===== src/rtl/serial_adder_8_pkg.sv =====
// Shared constants for the bit-serial adder: FSM state encodings and the
// bit-counter width helper.
package serial_adder_8_pkg;

    typedef enum logic [1:0] {
        IDLE  = 2'd0,
        SHIFT = 2'd1,
        DONE  = 2'd2
    } state_t;

    // Counter only has to reach WIDTH-1, so clog2(WIDTH) bits suffice for WIDTH >= 2.
    function automatic int cnt_width(input int width);
        return (width <= 2) ? 1 : $clog2(width);
    endfunction

endpackage


===== src/rtl/serial_adder_8_fa_str.sv =====
// Structural 1-bit full adder built from gate primitives; the only
// arithmetic element of the serial adder datapath.
module FA_str (
    output wire c_out,
    output wire sum,
    input  wire a,
    input  wire b,
    input  wire c_in
);

    wire ab_xor;
    wire ab_and;
    wire cx_and;

    xor g_x1 (ab_xor, a, b);
    xor g_x2 (sum, ab_xor, c_in);
    and g_a1 (ab_and, a, b);
    and g_a2 (cx_and, ab_xor, c_in);
    or  g_o1 (c_out, ab_and, cx_and);

endmodule


===== src/rtl/serial_adder_8.sv =====
// Bit-serial adder: one full adder processes one operand bit per clock,
// LSB first, producing sum and carry-out after WIDTH shift cycles.
module serial_adder_8
    import serial_adder_8_pkg::*;
#(
    parameter int WIDTH = 8
) (
    input  logic             clk,
    input  logic             rst,
    input  logic             start,
    input  logic [WIDTH-1:0] a,
    input  logic [WIDTH-1:0] b,
    input  logic             c_in,
    output logic             busy,
    output logic             done,
    output logic [WIDTH-1:0] sum,
    output logic             c_out
);

    localparam int              CNT_W = cnt_width(WIDTH);
    localparam logic [CNT_W-1:0] LAST  = CNT_W'(WIDTH - 1);

    state_t           state;
    state_t           state_next;
    logic [WIDTH-1:0] a_reg;
    logic [WIDTH-1:0] b_reg;
    logic             carry;
    logic [CNT_W-1:0] cnt;
    logic             fa_sum;
    logic             fa_cout;
    logic             last_bit;

    FA_str u_fa (
        .c_out (fa_cout),
        .sum   (fa_sum),
        .a     (a_reg[0]),
        .b     (b_reg[0]),
        .c_in  (carry)
    );

    assign last_bit = (cnt == LAST);

    always_ff @(posedge clk) begin
        if (rst) begin
            state <= IDLE;
        end else begin
            state <= state_next;
        end
    end

    // busy/done depend only on the state register, never on inputs.
    always_comb begin
        state_next = state;
        busy       = 1'b0;
        done       = 1'b0;
        case (state)
            IDLE: begin
                if (start) begin
                    state_next = SHIFT;
                end
            end
            SHIFT: begin
                busy = 1'b1;
                if (last_bit) begin
                    state_next = DONE;
                end
            end
            DONE: begin
                done       = 1'b1;
                state_next = IDLE;
            end
            default: begin
                state_next = IDLE;
            end
        endcase
    end

    // c_out has its own flop so the carry flop can be reloaded by the next
    // start without disturbing the held result.
    always_ff @(posedge clk) begin
        if (rst) begin
            a_reg <= '0;
            b_reg <= '0;
            carry <= 1'b0;
            cnt   <= '0;
            sum   <= '0;
            c_out <= 1'b0;
        end else begin
            case (state)
                IDLE: begin
                    if (start) begin
                        a_reg <= a;
                        b_reg <= b;
                        carry <= c_in;
                        cnt   <= '0;
                    end
                end
                SHIFT: begin
                    sum   <= {fa_sum, sum[WIDTH-1:1]};
                    c_out <= fa_cout;
                    carry <= fa_cout;
                    a_reg <= a_reg >> 1;
                    b_reg <= b_reg >> 1;
                    cnt   <= cnt + CNT_W'(1);
                end
                default: begin
                end
            endcase
        end
    end

endmodule


===== config.mk =====
export PLATFORM = sky130hd
export DESIGN_NAME = serial_adder_8
export DESIGN_NICKNAME = d
export VERILOG_FILES = /design/src/rtl/serial_adder_8_pkg.sv /design/src/rtl/serial_adder_8_fa_str.sv /design/src/rtl/serial_adder_8.sv
export SDC_FILE = /design/constraint.sdc
export NUM_CORES = 1
export LEC_CHECK = 0
export ABC_AREA = 1
export CAP_MARGIN = 20
export CORE_MARGIN = 3
export CORE_UTILIZATION = 45
export DETAILED_ROUTE_END_ITERATION = 10
export GPL_ROUTABILITY_DRIVEN = 0
export GPL_TIMING_DRIVEN = 0
export PLACE_DENSITY = 0.8
export REMOVE_ABC_BUFFERS = 1
export SYNTH_ARGS = -nofsm -noshare
export SYNTH_HDL_FRONTEND = slang
export SYNTH_SLANG_ARGS = --single-unit

===== constraint.sdc =====
create_clock -name clk -period 3.12 [get_ports clk]
set_input_delay 0.624 -clock clk [delete_from_list [all_inputs] [get_ports clk]]
set_output_delay 0.624 -clock clk [all_outputs]
set_load 0.01 [all_outputs]

# [Word level (Yosys, flattened, before mapping)]
# Index checks and enable logic that the tools add are counted.
[totals] mem_count=0 input_bits=20 word_cells=35 ramBits=0 mem_bits_ro=0 register_bits=31 out_inout_bits=11 latch_bits=0
[op_classes] n_reduce_logical=4 mul=0 n_shift=0 div_mod_pow=0 order_cmp=0 n_mux=13 eq_ne=5 n_addsub=1 n_bitwise=5
[op_table] operator="case mux 8 bit (2 select lines)" count=2
[op_table] operator="2-to-1 mux 8 bit" count=2
[op_table] operator="case mux 3 bit (2 select lines)" count=1
[op_table] operator="2-to-1 mux 2 bit" count=2
[op_table] operator="inequality test 2 bit, second input constant" count=2
[op_table] operator="case mux 2 bit (2 select lines)" count=1
[op_table] operator="AND reduction 2 bit" count=2
[op_table] operator="adder 3 x 1 -> 3 bit, second input constant" count=1
[op_table] operator="equality test 3 bit, second input constant" count=1
[op_table] operator="2-to-1 mux 1 bit" count=3
[op_table] operator="2-to-1 mux 3 bit" count=1
[op_table] operator="AND 1 bit" count=2
[op_table] operator="equality test 2 x 1 -> 1 bit, second input constant" count=1
[op_table] operator="equality test 2 bit, second input constant" count=1
[op_table] operator="logical NOT 2 bit" count=1
[op_table] operator="case mux 1 bit (2 select lines)" count=1
[op_table] operator="nonzero test 2 bit" count=1
[op_table] operator="XOR 1 bit" count=2
[op_table] operator="bitwise OR 1 bit" count=1

# [Depth between registers and ports, before layout]
[logic_depth] depth_word=4 mapped_depth=7 ltp_nobuf=6

# [By module]
# A second synthesis with hierarchy kept.
[hier_totals] hier_cells=202 hier_area_um2=1441.4
[modules_own_cells] module="serial_adder_8" seq_area_each_um2=620.6 n_inst=1 cells_per_inst=201 area_per_inst_um2=1421.4
[modules_own_cells] module="FA_str" seq_area_each_um2=0.0 n_inst=1 cells_per_inst=1 area_per_inst_um2=20.0

# [Worst setup path before layout]
# Ideal clock, no wire load.
[synth_timing] kind="register to output" startpoint="reg state[0]" endpoint="out busy" arrival_time_ps=832 path_buffers=2 slack_ps=1664 required_time_ps=2496 path_stages_with_launch=5 path_cell_list="dfxtp_1 > buf_6 > inv_4 > nor2_4 > buf_6"
[synth_between] elab_chain_len=2
[synth_lines] item="start, declared" line_no="serial_adder_8.sv:23" text="state_t state;"
[synth_lines] item="start signal, assigned" line_no="serial_adder_8.sv:47" text="state <= state_next;"
[synth_lines] item="equality test 2 x 1 -> 1 bit" line_no="serial_adder_8.sv:56" text="case (state)"
[synth_lines] item="2-to-1 mux 1 bit" line_no="serial_adder_8.sv:56"
[synth_lines] item="end, declared" line_no="serial_adder_8.sv:14" text="output logic busy,"
# Every way passes these cells.

# [Worst setup path in the final report]
# Same ends and word-level chain as after synthesis.

==> reports/metrics.cfg <==
[outcome]
status = completed

[placed_design]
post_detailed_placement_half_perimeter_wirelength_mm = 1.79
count_of_buffers_inserted_at_the_top_level_ports = 30

[yosys]
synth_flop_cell = sky130_fd_sc_hd__dfxtp_1
async_flop_share_pct = 0
synth-edff-count = 0
syn_inst = 202
yosys-top-cells-area = sky130_fd_sc_hd__dfxtp_1 (43%), sky130_fd_sc_hd__nand2_1 (9.9%), sky130_fd_sc_hd__nor2_1 (9.1%)
synthesis.area_um2 = 1440
synthesis.yosys.warnings = 0
number_of_flip_flops_and_latches_in_the_synthesized_netlist = 31
ys_seq_area_share_pct = 43.1
synth.largest_area_cell = sky130_fd_sc_hd__dfxtp_1
yosys.area.top_type_share_pct = 43.1
most_numerous_cell_in_the_yosys_netlist = sky130_fd_sc_hd__nand2_1
yosys.cell_types.count = 22
synth_commonest_cells = sky130_fd_sc_hd__nand2_1 (38), sky130_fd_sc_hd__nor2_1 (35), sky130_fd_sc_hd__dfxtp_1 (31), sky130_fd_sc_hd__inv_1 (30), sky130_fd_sc_hd__o21ai_0 (23)
avgSynthCellArea_um2 = 7.14

[pwr]
worst_ir_drop_vdd_mv = 0.286
p_leak_nw = 0.796
share_clk_of_total_power_pct = 27.5
pwr-share-seq_pct = 55.1
power.density_cell_area_nw_per_um2 = 460
netSwitchingFraction_pct = 28.1
combPwrFrac_pct = 17.3
p_switching_mw = 0.229
internal_cell_power_mw = 0.584

[clocking]
clock_sink_count = 31
path_clk_slew_ps = 100
postCtsResizedCells = 0
ctsLongestPathBuffers = 2
cts_buf_count = 5
holdBufCountCts = 0
number_of_buffers_inserted_by_post_cts_setup_repair = 0
worst_skew_pair.late_latency_ps = 330
cts_root_buffer = sky130_fd_sc_hd__clkbuf_4
htree_levels = 2
clock_tree_from_tritoncts = yes

[timing]
final_period_minus_worst_setup_slack_ps = 2810
skew_ps = 6.84
final-hold-violation-count = 0
slew_headroom_pct = 43.5
setup-violations-final = 0
fin_crit_sh_pct = 90.0
rsz0062_at_grt = no
pins_over_their_slew_limit = 0
timing.setup.tns_ps = 0
highest_clock_rate_mhz = 356
max_slew.worst_pin.slew_ps = 846

[route]
firstDrtPassIters = 4
routed-via-count = 1253
post_detailed_route_drc_marker_count = 0
drt-vias-per-instance = 4.61
antenna_violating_nets_post_route = 0
initialDrtViolationCount = 73
drt_wl_total_mm = 2.77
drt-wirelength-per-cell_um = 10.2

[die]
fp.dieW_um = 62.6
io_pins = 31
core_area_um2 = 2900
initial_core_util_pct = 49.7
std_cell_rows = 19
dieArea_um2 = 3920
chipHeight_um = 62.6

[setup_path]
timing_worst_setup_path_type = reg2out
element_type_at_the_critical_path_end = primary output
ff_to_ff_setup_slack_ps = 1270
timing.critical_path.arrival_ps = 2180
startpoint_type = flop
critical_path_peak_fanout = 21
timing.critical_path.required_ps = 2500

[final_layout]
syn_to_final_growth_pct = 22.6
num-fill-cells = 287
sequential_cell_area_um2 = 621
layout.nets = 252
postLayoutCoreUtil_pct = 60.9
drive_above_1_share_pct = 6.52
num_antenna_cells = 0
multiInputGateArea_um2 = 621

[global_routing]
grt_antenna_before_repair = 0
grt_max_degree = 26
grt_pass1_wl_mm = 4.95
grt_overflow = 0
grt_pass1_vias = 1182
grt_usage_pct = 15.6

[worst_hold_path]
worst_hold_path_type = reg2reg

[flow_run]
drv.max_cap_violation_count = 0

## power by group through the flow
stage,sequential (mW),combinational [mW],clock (mW)
final,0.448,0.141,0.224
after global routing,0.454,0.163,0.251
after CTS,0.448,0.143,0.228
after detailed placement,0.457,0.142,0
after global placement,0.456,0.140,0
after floorplan,0.457,0.0773,0
## critical path: stages, from the launching register on
cell	delay [ps]
sky130_fd_sc_hd__dfxtp_1	890
sky130_fd_sc_hd__inv_4	50
sky130_fd_sc_hd__nor2_4	310
sky130_fd_sc_hd__clkdlybuf4s50_1	610
## path summary, 6_finish.rpt
kind,from,cells after the start,end
hold / removal,b_reg[7],2,b_reg[7]
setup reg to reg,state[0],5,carry
setup / recovery,state[0],3,busy
hold reg to reg,b_reg[7],2,b_reg[7]
## cell usage in the layout, fill, tap and decap left out
cell type	count
sky130_fd_sc_hd__nor2_1	35
sky130_fd_sc_hd__nand2_4	2
sky130_fd_sc_hd__a21oi_2	1
sky130_fd_sc_hd__fa_1	1
sky130_fd_sc_hd__inv_2	1
sky130_fd_sc_hd__clkinv_2	1
sky130_fd_sc_hd__a211oi_1	1
sky130_fd_sc_hd__nand2_2	2
sky130_fd_sc_hd__a21oi_1	19
sky130_fd_sc_hd__nand2_1	38
sky130_fd_sc_hd__o21ai_0	23
sky130_fd_sc_hd__nor2_4	1
sky130_fd_sc_hd__clkbuf_4	5
sky130_fd_sc_hd__nand3_1	1
sky130_fd_sc_hd__clkdlybuf4s50_1	30
sky130_fd_sc_hd__inv_4	1
sky130_fd_sc_hd__inv_1	30
sky130_fd_sc_hd__nor3b_1	2
sky130_fd_sc_hd__dfxtp_1	31
sky130_fd_sc_hd__clkbuf_1	2
sky130_fd_sc_hd__ha_1	2
sky130_fd_sc_hd__o21ai_2	1
## per-stage QoR
step | hold WS (ps) | setup slack (ps) | cells | power, mW | area, um2
CTS | 472 | 315 | 272 | 0.818 | 1770
finish | 469 | 311 | 272 | 0.812 | 1770
global placement | 445 | 680 | 264 | 0.595 | 1720
floorplan | 430 | 1480 | 192 | 0.534 | 1360
global route | 490 | 164 | 272 | 0.867 | 1770
detailed placement | 458 | 679 | 264 | 0.599 | 1720
## area by class of cell
class / instances / area share (%)
clock buffer: 7 / 2.55
sequential: 31 / 35.1
timing repair buffer: 30 / 17.0
clock inverter: 1 / 0.283
inverter: 32 / 6.94
multi-input combinational: 129 / 35.1
tap: 42 / 2.97
## logic make-up (layout without fill, tap and decap cells)
family                   count (synthesis)  after routing  synth area share [%]
AO/OA/AOI/OAI                           45             45                  16.3
flip-flops                              31             31                  43.1
AND/OR/NAND/NOR                         81             81                  23.6
adder cells (fa/ha/maj)                  3              3                  3.12
buffers and inverters                   42             70                  13.9
## metal layers
metal / GRT usage (%) / part of all wire, %
met1: 18.9 / 49
met2: 24.8 / 44
met3: 6.29 / 6.4
met4: 5.79 / 0.90
met5: 0 / 0
No activity file was read; power rests on OpenSTA's default activity.
